`src/rtl/ft60x_pkg.sv`:
```
// Shared types for the FT60X transmit writer: FSM states, FIFO entry, bus constants.
package ft60x_pkg;
  localparam int DATA_W      = 8;
  localparam int TURN_CYCLES = 1;

  typedef enum logic [1:0] {
    ST_IDLE    = 2'd0,
    ST_TURN    = 2'd1,
    ST_WRITE   = 2'd2,
    ST_RELEASE = 2'd3
  } state_t;

  typedef struct packed {
    logic              last;
    logic [DATA_W-1:0] dat;
  } entry_t;
endpackage

```
`src/rtl/ft60x_tx_fifo.sv`:
```
// First-word fall-through byte FIFO with per-entry message-end flag.
// Latency: a pushed entry is visible at head on the next cycle.
// Backpressure: full blocks push via the writer's ready; pop only when non-empty.
module ft60x_tx_fifo
  import ft60x_pkg::*;
#(
  parameter int DEPTH = 16,
  parameter int AW    = 4
) (
  input  logic              clk,
  input  logic              rst,
  input  logic              push,
  input  entry_t            wr_dat,
  input  logic              pop,
  output entry_t            head,
  output logic [DATA_W-1:0] next_dat,
  output logic [AW:0]       count,
  output logic              full,
  output logic              empty
);
  entry_t        mem [DEPTH];
  logic [AW-1:0] wr_ptr;
  logic [AW-1:0] rd_ptr;

  always_ff @(posedge clk) begin
    if (rst) begin
      wr_ptr <= '0;
      rd_ptr <= '0;
      count  <= '0;
    end else begin
      if (push) wr_ptr <= wr_ptr + AW'(1);
      if (pop)  rd_ptr <= rd_ptr + AW'(1);
      case ({push, pop})
        2'b10:   count <= count + (AW+1)'(1);
        2'b01:   count <= count - (AW+1)'(1);
        default: count <= count;
      endcase
    end
  end

  always_ff @(posedge clk) begin
    if (push) mem[wr_ptr] <= wr_dat;
  end

  // next_dat is only consumed when at least two entries are held
  assign head     = mem[rd_ptr];
  assign next_dat = mem[rd_ptr + AW'(1)].dat;
  assign full     = (count == (AW+1)'(DEPTH));
  assign empty    = (count == '0);
endmodule

```
`src/rtl/ft60x_tx_writer.sv`:
```
// FT60X transmit writer: buffers stream bytes and bursts them out on the shared bus.
// Latency: first ftdi_wr_n low 2 cycles after the start condition holds in IDLE.
// Backpressure: s_ready = FIFO not full; ftdi_txe_n high holds data and wr_n. Option: FT60X_TX_SIWU_EN.
module ft60x_tx_writer
  import ft60x_pkg::*;
#(
  parameter int DEPTH = 16,
  parameter int AW    = 4,
  parameter int CNT_W = 16
) (
  input  logic              clk,
  input  logic              rst,
  input  logic [DATA_W-1:0] s_data,
  input  logic              s_valid,
  input  logic              s_last,
  output logic              s_ready,
  input  logic              bus_busy,
  input  logic              ftdi_txe_n,
  output logic              ftdi_wr_n,
  output logic [DATA_W-1:0] ftdi_data_out,
  output logic              ftdi_data_oe,
  output logic              tx_active,
  output logic [CNT_W-1:0]  bytes_sent
`ifdef FT60X_TX_SIWU_EN
  ,
  output logic              ftdi_siwu_n
`endif
);
  state_t            state, state_nxt;
  entry_t            head;
  logic [DATA_W-1:0] next_dat;
  logic [AW:0]       count;
  logic              full, empty;
  logic              push, accept, start, burst_end, turn_done;
  logic [1:0]        turn_cnt;
  logic              wr_n_nxt, own_nxt;
  logic [DATA_W-1:0] data_nxt;

  assign s_ready   = !full;
  assign push      = s_valid && s_ready;
  assign accept    = !ftdi_wr_n && !ftdi_txe_n;
  assign start     = !empty && !bus_busy && !ftdi_txe_n;
  // A message boundary or draining the FIFO ends the burst
  assign burst_end = accept && ((count == (AW+1)'(1)) || head.last);
  assign turn_done = (turn_cnt == 2'(TURN_CYCLES - 1));

  ft60x_tx_fifo #(
    .DEPTH (DEPTH),
    .AW    (AW)
  ) u_fifo (
    .clk      (clk),
    .rst      (rst),
    .push     (push),
    .wr_dat   ('{last: s_last, dat: s_data}),
    .pop      (accept),
    .head     (head),
    .next_dat (next_dat),
    .count    (count),
    .full     (full),
    .empty    (empty)
  );

  always_ff @(posedge clk) begin
    if (rst) begin
      state         <= ST_IDLE;
      turn_cnt      <= '0;
      ftdi_wr_n     <= 1'b1;
      ftdi_data_oe  <= 1'b0;
      tx_active     <= 1'b0;
      ftdi_data_out <= '0;
      bytes_sent    <= '0;
    end else begin
      state         <= state_nxt;
      turn_cnt      <= (state == ST_TURN) ? turn_cnt + 2'd1 : 2'd0;
      ftdi_wr_n     <= wr_n_nxt;
      ftdi_data_oe  <= own_nxt;
      tx_active     <= own_nxt;
      ftdi_data_out <= data_nxt;
      if (accept) bytes_sent <= bytes_sent + CNT_W'(1);
    end
  end

  always_comb begin
    state_nxt = state;
    case (state)
      ST_IDLE:    if (start)     state_nxt = ST_TURN;
      ST_TURN:    if (turn_done) state_nxt = ST_WRITE;
      ST_WRITE:   if (burst_end) state_nxt = ST_RELEASE;
      ST_RELEASE: state_nxt = ST_IDLE;
      default:    state_nxt = ST_IDLE;
    endcase
  end

  always_comb begin
    wr_n_nxt = (state_nxt != ST_WRITE);
    own_nxt  = (state_nxt != ST_IDLE);
    data_nxt = ftdi_data_out;
    if (state == ST_TURN && state_nxt == ST_WRITE) begin
      data_nxt = head.dat;
    end else if (accept && !burst_end) begin
      data_nxt = next_dat;
    end
  end

`ifdef FT60X_TX_SIWU_EN
  // Short-packet flush pulse during RELEASE when the burst ended on a message boundary
  always_ff @(posedge clk) begin
    if (rst) ftdi_siwu_n <= 1'b1;
    else     ftdi_siwu_n <= !(burst_end && head.last);
  end
`endif
endmodule

```
`config.mk`:
```
export PLATFORM = sky130hd
export DESIGN_NAME = ft60x_tx_writer
export DESIGN_NICKNAME = d
export VERILOG_FILES = /design/src/rtl/ft60x_pkg.sv /design/src/rtl/ft60x_tx_fifo.sv /design/src/rtl/ft60x_tx_writer.sv
export SDC_FILE = /design/constraint.sdc
export NUM_CORES = 1
export LEC_CHECK = 0
export ABC_AREA = 0
export BUFFER_PORTS_ARGS = -buffer_cell sky130_fd_sc_hd__buf_2
export CORE_UTILIZATION = 65
export CTS_CLUSTER_SIZE = 12
export DETAILED_ROUTE_END_ITERATION = 7
export PLACE_DENSITY = 0.92
export SLEW_MARGIN = 40
export SYNTH_ARGS = -nofsm -noshare
export SYNTH_HDL_FRONTEND = slang
export SYNTH_SLANG_ARGS = --single-unit
```
`constraint.sdc`:
```
create_clock -name clk -period 4.3 [get_ports clk]
set_input_delay 0.215 -clock clk [delete_from_list [all_inputs] [get_ports clk]]
set_output_delay 0.215 -clock clk [all_outputs]
set_load 0.01 [all_outputs]
```
* After elaboration in Yosys (flattened, before gate mapping) *
Memories as Yosys holds them, arrays and structs flattened. A register that Yosys moved wholly into a read port is not among the register bits.
Cells that the tools add are included.

storage, ports and cells
  memories = 1
  output and inout port bits = 28
  input bits = 14
  logic and storage cells = 58
  bits in writable memories = 144
  flip-flop bits (word level) = 43

memory list
  name        depth  bits a word  read ports  clocked after Yosys merged registers in  wr ports  RTL line             source
  u_fifo.mem  16     9            2           1                                        1         ft60x_tx_fifo.sv:21  entry_t mem [DEPTH];

cells by class
  bitwise logic cells = 1
  reductions and logical operators = 21
  $add $sub $neg = 6
  multiplexer cells = 11
  eq/ne operators = 9

operators by type and width
  kind                                                                    count
  16-bit by 1-bit adder with 16-bit output (second input constant)        1
  8-bit two-way mux                                                       2
  5-bit one-hot mux with 2 select lines                                   1
  4-bit by 1-bit adder with 4-bit output (second input constant)          2
  2-bit equality test (second input constant)                             4
  4-bit two-way mux                                                       2
  2-bit one-hot mux with 4 select lines                                   1
  1-bit logical AND                                                       7
  1-bit logical NOT                                                       6
  2-bit two-way mux                                                       3
  2-bit nonzero test                                                      3
  5-bit by 1-bit adder with 5-bit output (second input constant)          1
  5-bit by 1-bit equality test with 1-bit output (second input constant)  1
  5-bit equality test (second input constant)                             1
  5-bit logical NOT                                                       1
  5-bit by 1-bit subtractor with 5-bit output (second input constant)     1
  2-bit by 1-bit equality test with 1-bit output (second input constant)  2
  2-bit logical NOT                                                       2
  2-bit by 1-bit adder with 2-bit output (second input constant)          1
  1-bit two-way mux                                                       2
  2-bit != test (second input constant)                                   1
  2-bit OR reduction                                                      1
  1-bit logical OR                                                        1
  1-bit NOT                                                               1

* Depth between registers and ports, before layout *
  depth in word-level cells = 9
  gate-level depth with buffers = 9
  depth with buffers taken out = 9

* Hierarchy *
From an unflattened synthesis, not the netlist that was laid out.

second synthesis, totals
  cells, all modules = 597
  area, all modules = 8903.5 µm²

by module, submodules not included
  module           area an instance (µm²)  cells an instance  times used  seq. area each (µm²)
  ft60x_tx_fifo    7566.0                  453                1           4664.5
  ft60x_tx_writer  1337.5                  144                1           600.6

* Least setup slack after synthesis *
Ideal clock, no wire load.

  path kind = flip-flop to flip-flop
  start = reg u_fifo.count[0]
  end = mem u_fifo.mem[3][0] in the netlist's numbering (enable)
  library setup time = 387 ps
  clock period less this slack = 2489 ps
  slack = 1811 ps
  buffers on the path = 0
  stages on the path, launching flop included = 6
  data arrival time = 2102 ps
  required time = 3913 ps
  cell sequence = dfxtp_1 inv_1 ha_1 a31oi_1 nand2_1 nor3_1

between the ends
  longest elaborated chain between the ends = 5

ends and longest elaborated chain
  item                                     RTL line               source
  start: declaration                       ft60x_tx_fifo.sv:17    output logic [AW:0] count,
  start signal: assignment                 ft60x_tx_fifo.sv:34    2'b10: count <= count + (AW+1)'(1);
  start signal: assignment                 ft60x_tx_fifo.sv:35    2'b01: count <= count - (AW+1)'(1);
  start signal: assignment                 ft60x_tx_fifo.sv:36    default: count <= count;
  5-bit equality test                      ft60x_tx_fifo.sv:48    assign full = (count == (AW+1)'(DEPTH));
  1-bit logical NOT                        ft60x_tx_writer.sv:39  assign s_ready = !full;
  1-bit logical AND                        ft60x_tx_writer.sv:40  assign push = s_valid && s_ready;
  1-bit two-way mux                        ft60x_tx_fifo.sv:42    if (push) mem[wr_ptr] <= wr_dat;
  1-bit two-way mux (implied by the code)  ft60x_tx_fifo.sv:42
  end: declaration                         ft60x_tx_fifo.sv:21

Every way passes these cells.

* Worst setup path after layout *
  start = reg u_fifo.rd_ptr[0]
  end = reg ftdi_data_out[1]

between the ends
  longest elaborated chain between the ends = 4

ends and longest elaborated chain
  item                                    RTL line                source
  start: declaration                      ft60x_tx_fifo.sv:23     logic [AW-1:0] rd_ptr;
  start signal: assignment                ft60x_tx_fifo.sv:32     if (pop) rd_ptr <= rd_ptr + AW'(1);
  4-bit by 1-bit adder with 4-bit output  ft60x_tx_fifo.sv:47     assign next_dat = mem[rd_ptr + AW'(1)].dat;
  memory 16 x 9 bit                       -
  8-bit two-way mux                       ft60x_tx_writer.sv:100  end else if (accept && !burst_end) begin
  8-bit two-way mux                       ft60x_tx_writer.sv:98   if (state == ST_TURN && state_nxt == ST_WRITE) begin
  end signal: assignment                  ft60x_tx_writer.sv:78   ftdi_data_out <= data_nxt;
  end: declaration                        ft60x_tx_writer.sv:20   output logic [DATA_W-1:0] ftdi_data_out,

Every way passes these cells. The select of a mux whose other input is x is not followed.
A chain may end at the register's enable or synchronous reset.

==> impl_summary.md <==
Outcome
The run finished with clean final reports.

Logic synthesis
The number of flops mapped to enable cells by yosys is 144. The post-synthesis instance area is 8623 um2. The mean area per synthesized cell is 15.74 um2. The predominant post-synthesis flop cell is sky130_fd_sc_hd__edfxtp_1.

By area, the combinational part of the netlist is dominated by multiplexers. Synthesis produced 548 cells. Synthesis inferred 191 register bits.

The post-synth net total is 574. The complex-gate fraction of the synthesized area is 5.485%. The post-synthesis cell type count is 43. The fraction of synthesis flops using an asynchronous set or reset pin is 0%.

Of the total synthesized cell area, the portion taken by full adders, half adders and majority gates is 1.741%. In the synthesized netlist, mux cells make up 19.88% of the area. For this run, the register share of the synthesized area comes to 61.06%. After Yosys synthesis, and, or, nand and nor cells account for 7.182% of the synthesized area.

Summing the areas of all xor and xnor instances in the mapped netlist gives 2.234% of the synthesized area. The Yosys step of the flow raised 0 warnings.

STA
The worst hold slack is 155.7 ps. The total count of max-transition violations in the final report is 0. The final sum of negative setup slack is 0 ps. The measured slew at the worst slew-check pin is 823.0 ps. Setup violations remaining at the end of the flow were counted as 0.

The clock period minus final worst setup slack is 2767 ps. The peak clock frequency supported by timing is 0.3614 GHz. For the final database, setup skew stands at 13.22 ps. The number of hold violations in the final report came to 0. The part of the cycle the worst path needs is 64.35%. Setup repair after global routing left no endpoint under its margin. The headroom to the max-slew limit is 45.06%. The worst path meets setup with 1533 ps of slack.

Pwr
Of the total power, the share spent switching nets is 23.45%. The internal portion of total power is 2.838 mW. VDD sags by at most 0.3310 mV. The sequential fraction of design power is 54.7%. The analysis attributes to net switching a power of 0.8693 mW. The part of the total power dissipated in the clock network is 40.2%. Total power for the finished layout comes to 3.707 mW. In this run the power density over the cells is 387.6 nW/um2. The leakage power summed over all cells is 3.052 nW.

Combinational cells account for 5.1% of the total power.

Routing
The routed layout has 5,516 vias. In the final routing, the length of wire on met1 measures 7623 um. The average wire per standard cell is 27.34 um. The met3 wire length is 2417 um. The number of detailed-routing iterations run before antenna repair is 6. The per-cell via count in the routed design is 7.145. The count of antenna-violating nets left after detailed routing is 0.

The sum of met2 wire segment lengths after detailed routing is 10,360 um. After detailed routing, the number of remaining DRC violations is 0. The detailed router finished its first iteration with 911 violations.

The highest layer touched by signal routing is met4. The total wire length after detailed routing is 21,100 um.

Floorplanning
The height of the die is 117.2 um. Measured along the x axis, the die boundary spans 117.2 um. The count of standard-cell rows is 41. The core region is 12,770 um2.

During I/O placement, the number of pins put on the boundary was 42. The die covers 13,730 um2. The initial core utilization is 67.51%.

Clock tree
The count of H-tree levels built during CTS is 4. No sink is reached through more buffers than the 2 on the longest clock path. The number of setup buffers added after CTS is 0.

The insertion delay of the later-clocked pin in the worst-skew pair is 440 ps. The number of resized instances in the post-cts repair step is 0. TritonCTS built the clock tree.

Clock-pin slew was measured on the worst setup and hold paths at 80 ps. The clock sink total is 191. The cell sitting at the root of the clock tree is a sky130_fd_sc_hd__clkbuf_16. The number of buffers created by CTS is 17. Hold repair after CTS inserted 0 buffers.

Place
Including well taps, the total number of placed cells is 740. The count of input and output buffers is 41. Before CTS, the worst setup slack after placement is 1491 ps. The half-perimeter wire length after detailed placement is 12,730 um. Routability-driven placement finished with a final weighted congestion of 0.8887.

Critical path
The number of cells on the worst reg-to-reg path is 6. The kind of launch point of the worst setup path is a flip-flop. The critical path ends at ftdi_data_out[1]. The reg-to-reg startpoint is u_fifo.rd_ptr[0]. The start point of the critical path is u_fifo.rd_ptr[0].

The required time at the worst-slack endpoint is 4630 ps. The worst setup path is captured at a flip-flop. Setup slack on the worst reg-to-reg path comes out at 1530 ps.

The type of the setup path with the least slack is reg -> reg. Along the worst path, the maximum fanout reaches 34. The arrival time at the worst endpoint is 3100 ps. The endpoint of the worst-slack reg-to-reg timing path is ftdi_data_out[1].

Min path
The number of stages on the worst hold path is 1. The worst hold path begins at s_data[3]. The tightest min-delay check is of the in -> reg type.

Finish
From synthesis to final layout, the design area changed by 10.91%. The layout cell share with drive strength beyond 1 is 28.50%. The net count of the finished layout is 613.

The antenna diode count is 0. The final cell count without fillers is 772.

Global route
The initial antenna violation count is 0. The largest net degree at the start of global routing is 36. Summed over all layers, the global routing overflow is 0. The via count of the first global-routing pass is 5,496. The first-pass GRT wire length is 31,800 um. Global routing used 33.19% of the available tracks.

Flow run
The total of max-cap violations is 0.
==> synthesized netlist by cell type, drive strengths merged (2+ instances only) <==
cell | number | area share (%)
nand3 | 7 | 0.41
mux2i | 19 | 2.2
nor2b | 11 | 0.89
nand2b | 6 | 0.44
and2 | 10 | 0.73
edfxtp | 144 | 50
nor3 | 6 | 0.35
a21oi | 21 | 1.2
xnor2 | 11 | 1.1
buf | 18 | 1.2
mux4 | 67 | 18
ha | 12 | 1.7
or3 | 6 | 0.44
and3 | 2 | 0.15
nor2 | 43 | 1.9
inv | 12 | 0.52
nand3b | 2 | 0.17
a31oi | 2 | 0.15
a221o | 8 | 0.93
nand2 | 17 | 0.74
nand4b | 2 | 0.20
o211ai | 2 | 0.17
dfxtp | 47 | 11
o21ai | 7 | 0.41
nand4 | 5 | 0.36
xor2 | 11 | 1.1
a211oi | 25 | 2.2
clkbuf | 15 | 0.65
==> cell families (layout without fill, tap and decap cells) <==
kind of cell / after synthesis / count (layout)
flip-flops: 191 / 191
AND/OR/NAND/NOR: 122 / 122
multiplexers: 87 / 87
AO/OA/AOI/OAI: 69 / 69
buffers and inverters: 45 / 97
XOR/XNOR: 22 / 22
adder cells (fa/ha/maj): 12 / 12
==> registers in the layout, summed over array words and instances (netlist names), named ones only <==
register	cells
bytes_sent	16
ftdi_data_out	8
ftdi_wr_n	1
state	2
turn_cnt	2
tx_active	1
u_fifo.count	5
u_fifo.mem	144
u_fifo.rd_ptr	4
u_fifo.wr_ptr	4
==> worst min-delay path by stage <==
stage,endpoint,slack [ps]
floorplan,u_fifo.mem[0][0],310
global placement,ftdi_data_out[6],460
detailed placement,ftdi_data_out[4],470
CTS,u_fifo.mem[10][3],150
global route,u_fifo.mem[9][3],160
finish,u_fifo.mem[3][3],160
==> area by class of cell <==
| type | instances | area [um2] |
|---|---|---|
| multi-input cells | 312 | 3192 |
| repair buffers | 53 | 295.3 |
| clock buffers | 17 | 425.4 |
| fillers | 668 | 3209 |
| flip-flops and latches | 191 | 5268 |
| clock inverters | 15 | 123.9 |
| well taps | 172 | 215.2 |
| inverters | 12 | 45.04 |
==> routing by layer <==
metal | vias up | track usage (%)
met5 | - | 0
met4 | 0 | 14.77
met3 | 95 | 10.14
met2 | 475 | 51.65
met1 | 2699 | 43.65
li1 | 2247 | -
==> metrics by stage <==
step / instance area, um2 / util (%)
after floorplan: 8623 / -
after global placement: 8980 / 70.30
after detailed placement: 8997 / 70.44
after CTS: 9547 / 74.74
after global routing: 9564 / 74.88
final: 9564 / 74.88
==> layout by cell type (no fill, tap or decap), types with 4 or more instances in the layout <==
cell type / Yosys / layout
sky130_fd_sc_hd__buf_2: 11 / 41
sky130_fd_sc_hd__inv_6: 0 / 7
sky130_fd_sc_hd__inv_1: 12 / 12
sky130_fd_sc_hd__buf_4: 3 / 12
sky130_fd_sc_hd__nor2b_1: 10 / 10
sky130_fd_sc_hd__xnor2_1: 11 / 11
sky130_fd_sc_hd__mux2i_1: 19 / 19
sky130_fd_sc_hd__clkinvlp_4: 0 / 4
sky130_fd_sc_hd__nor2_1: 43 / 30
sky130_fd_sc_hd__dfxtp_1: 47 / 45
sky130_fd_sc_hd__a21oi_1: 21 / 21
sky130_fd_sc_hd__mux4_2: 66 / 66
sky130_fd_sc_hd__nand2b_1: 6 / 6
sky130_fd_sc_hd__nor2_2: 0 / 13
sky130_fd_sc_hd__or3_1: 6 / 6
sky130_fd_sc_hd__xor2_1: 11 / 10
sky130_fd_sc_hd__o21ai_0: 7 / 7
sky130_fd_sc_hd__and2_1: 10 / 10
sky130_fd_sc_hd__nand4_1: 5 / 5
sky130_fd_sc_hd__ha_1: 12 / 11
sky130_fd_sc_hd__nand3_1: 7 / 7
sky130_fd_sc_hd__edfxtp_1: 144 / 144
sky130_fd_sc_hd__nand2_1: 17 / 17
sky130_fd_sc_hd__a221o_1: 8 / 8
sky130_fd_sc_hd__clkbuf_16: 0 / 17
sky130_fd_sc_hd__nor3_1: 6 / 6
sky130_fd_sc_hd__a211oi_1: 25 / 25
==> critical path, stage by stage, from the launching register on <==
cell,delay (ps)
sky130_fd_sc_hd__dfxtp_2,350
sky130_fd_sc_hd__buf_4,550
sky130_fd_sc_hd__mux4_2,580
sky130_fd_sc_hd__nor2b_1,140
sky130_fd_sc_hd__a211oi_1,560
sky130_fd_sc_hd__a21oi_1,90
sky130_fd_sc_hd__a221o_1,340
==> power groups by stage <==
stage          clock network [mW]  logic, mW  registers [mW]
6_report                     1.49      0.191            2.03
5_1_grt                      1.56      0.203            2.03
3_5_place_dp                    0      0.181            2.07
3_3_place_gp                    0      0.169            2.06
2_1_floorplan                   0      0.118            2.06
4_1_cts                      1.49      0.187            2.03
Note: power is estimated with default switching activity, not from simulation.
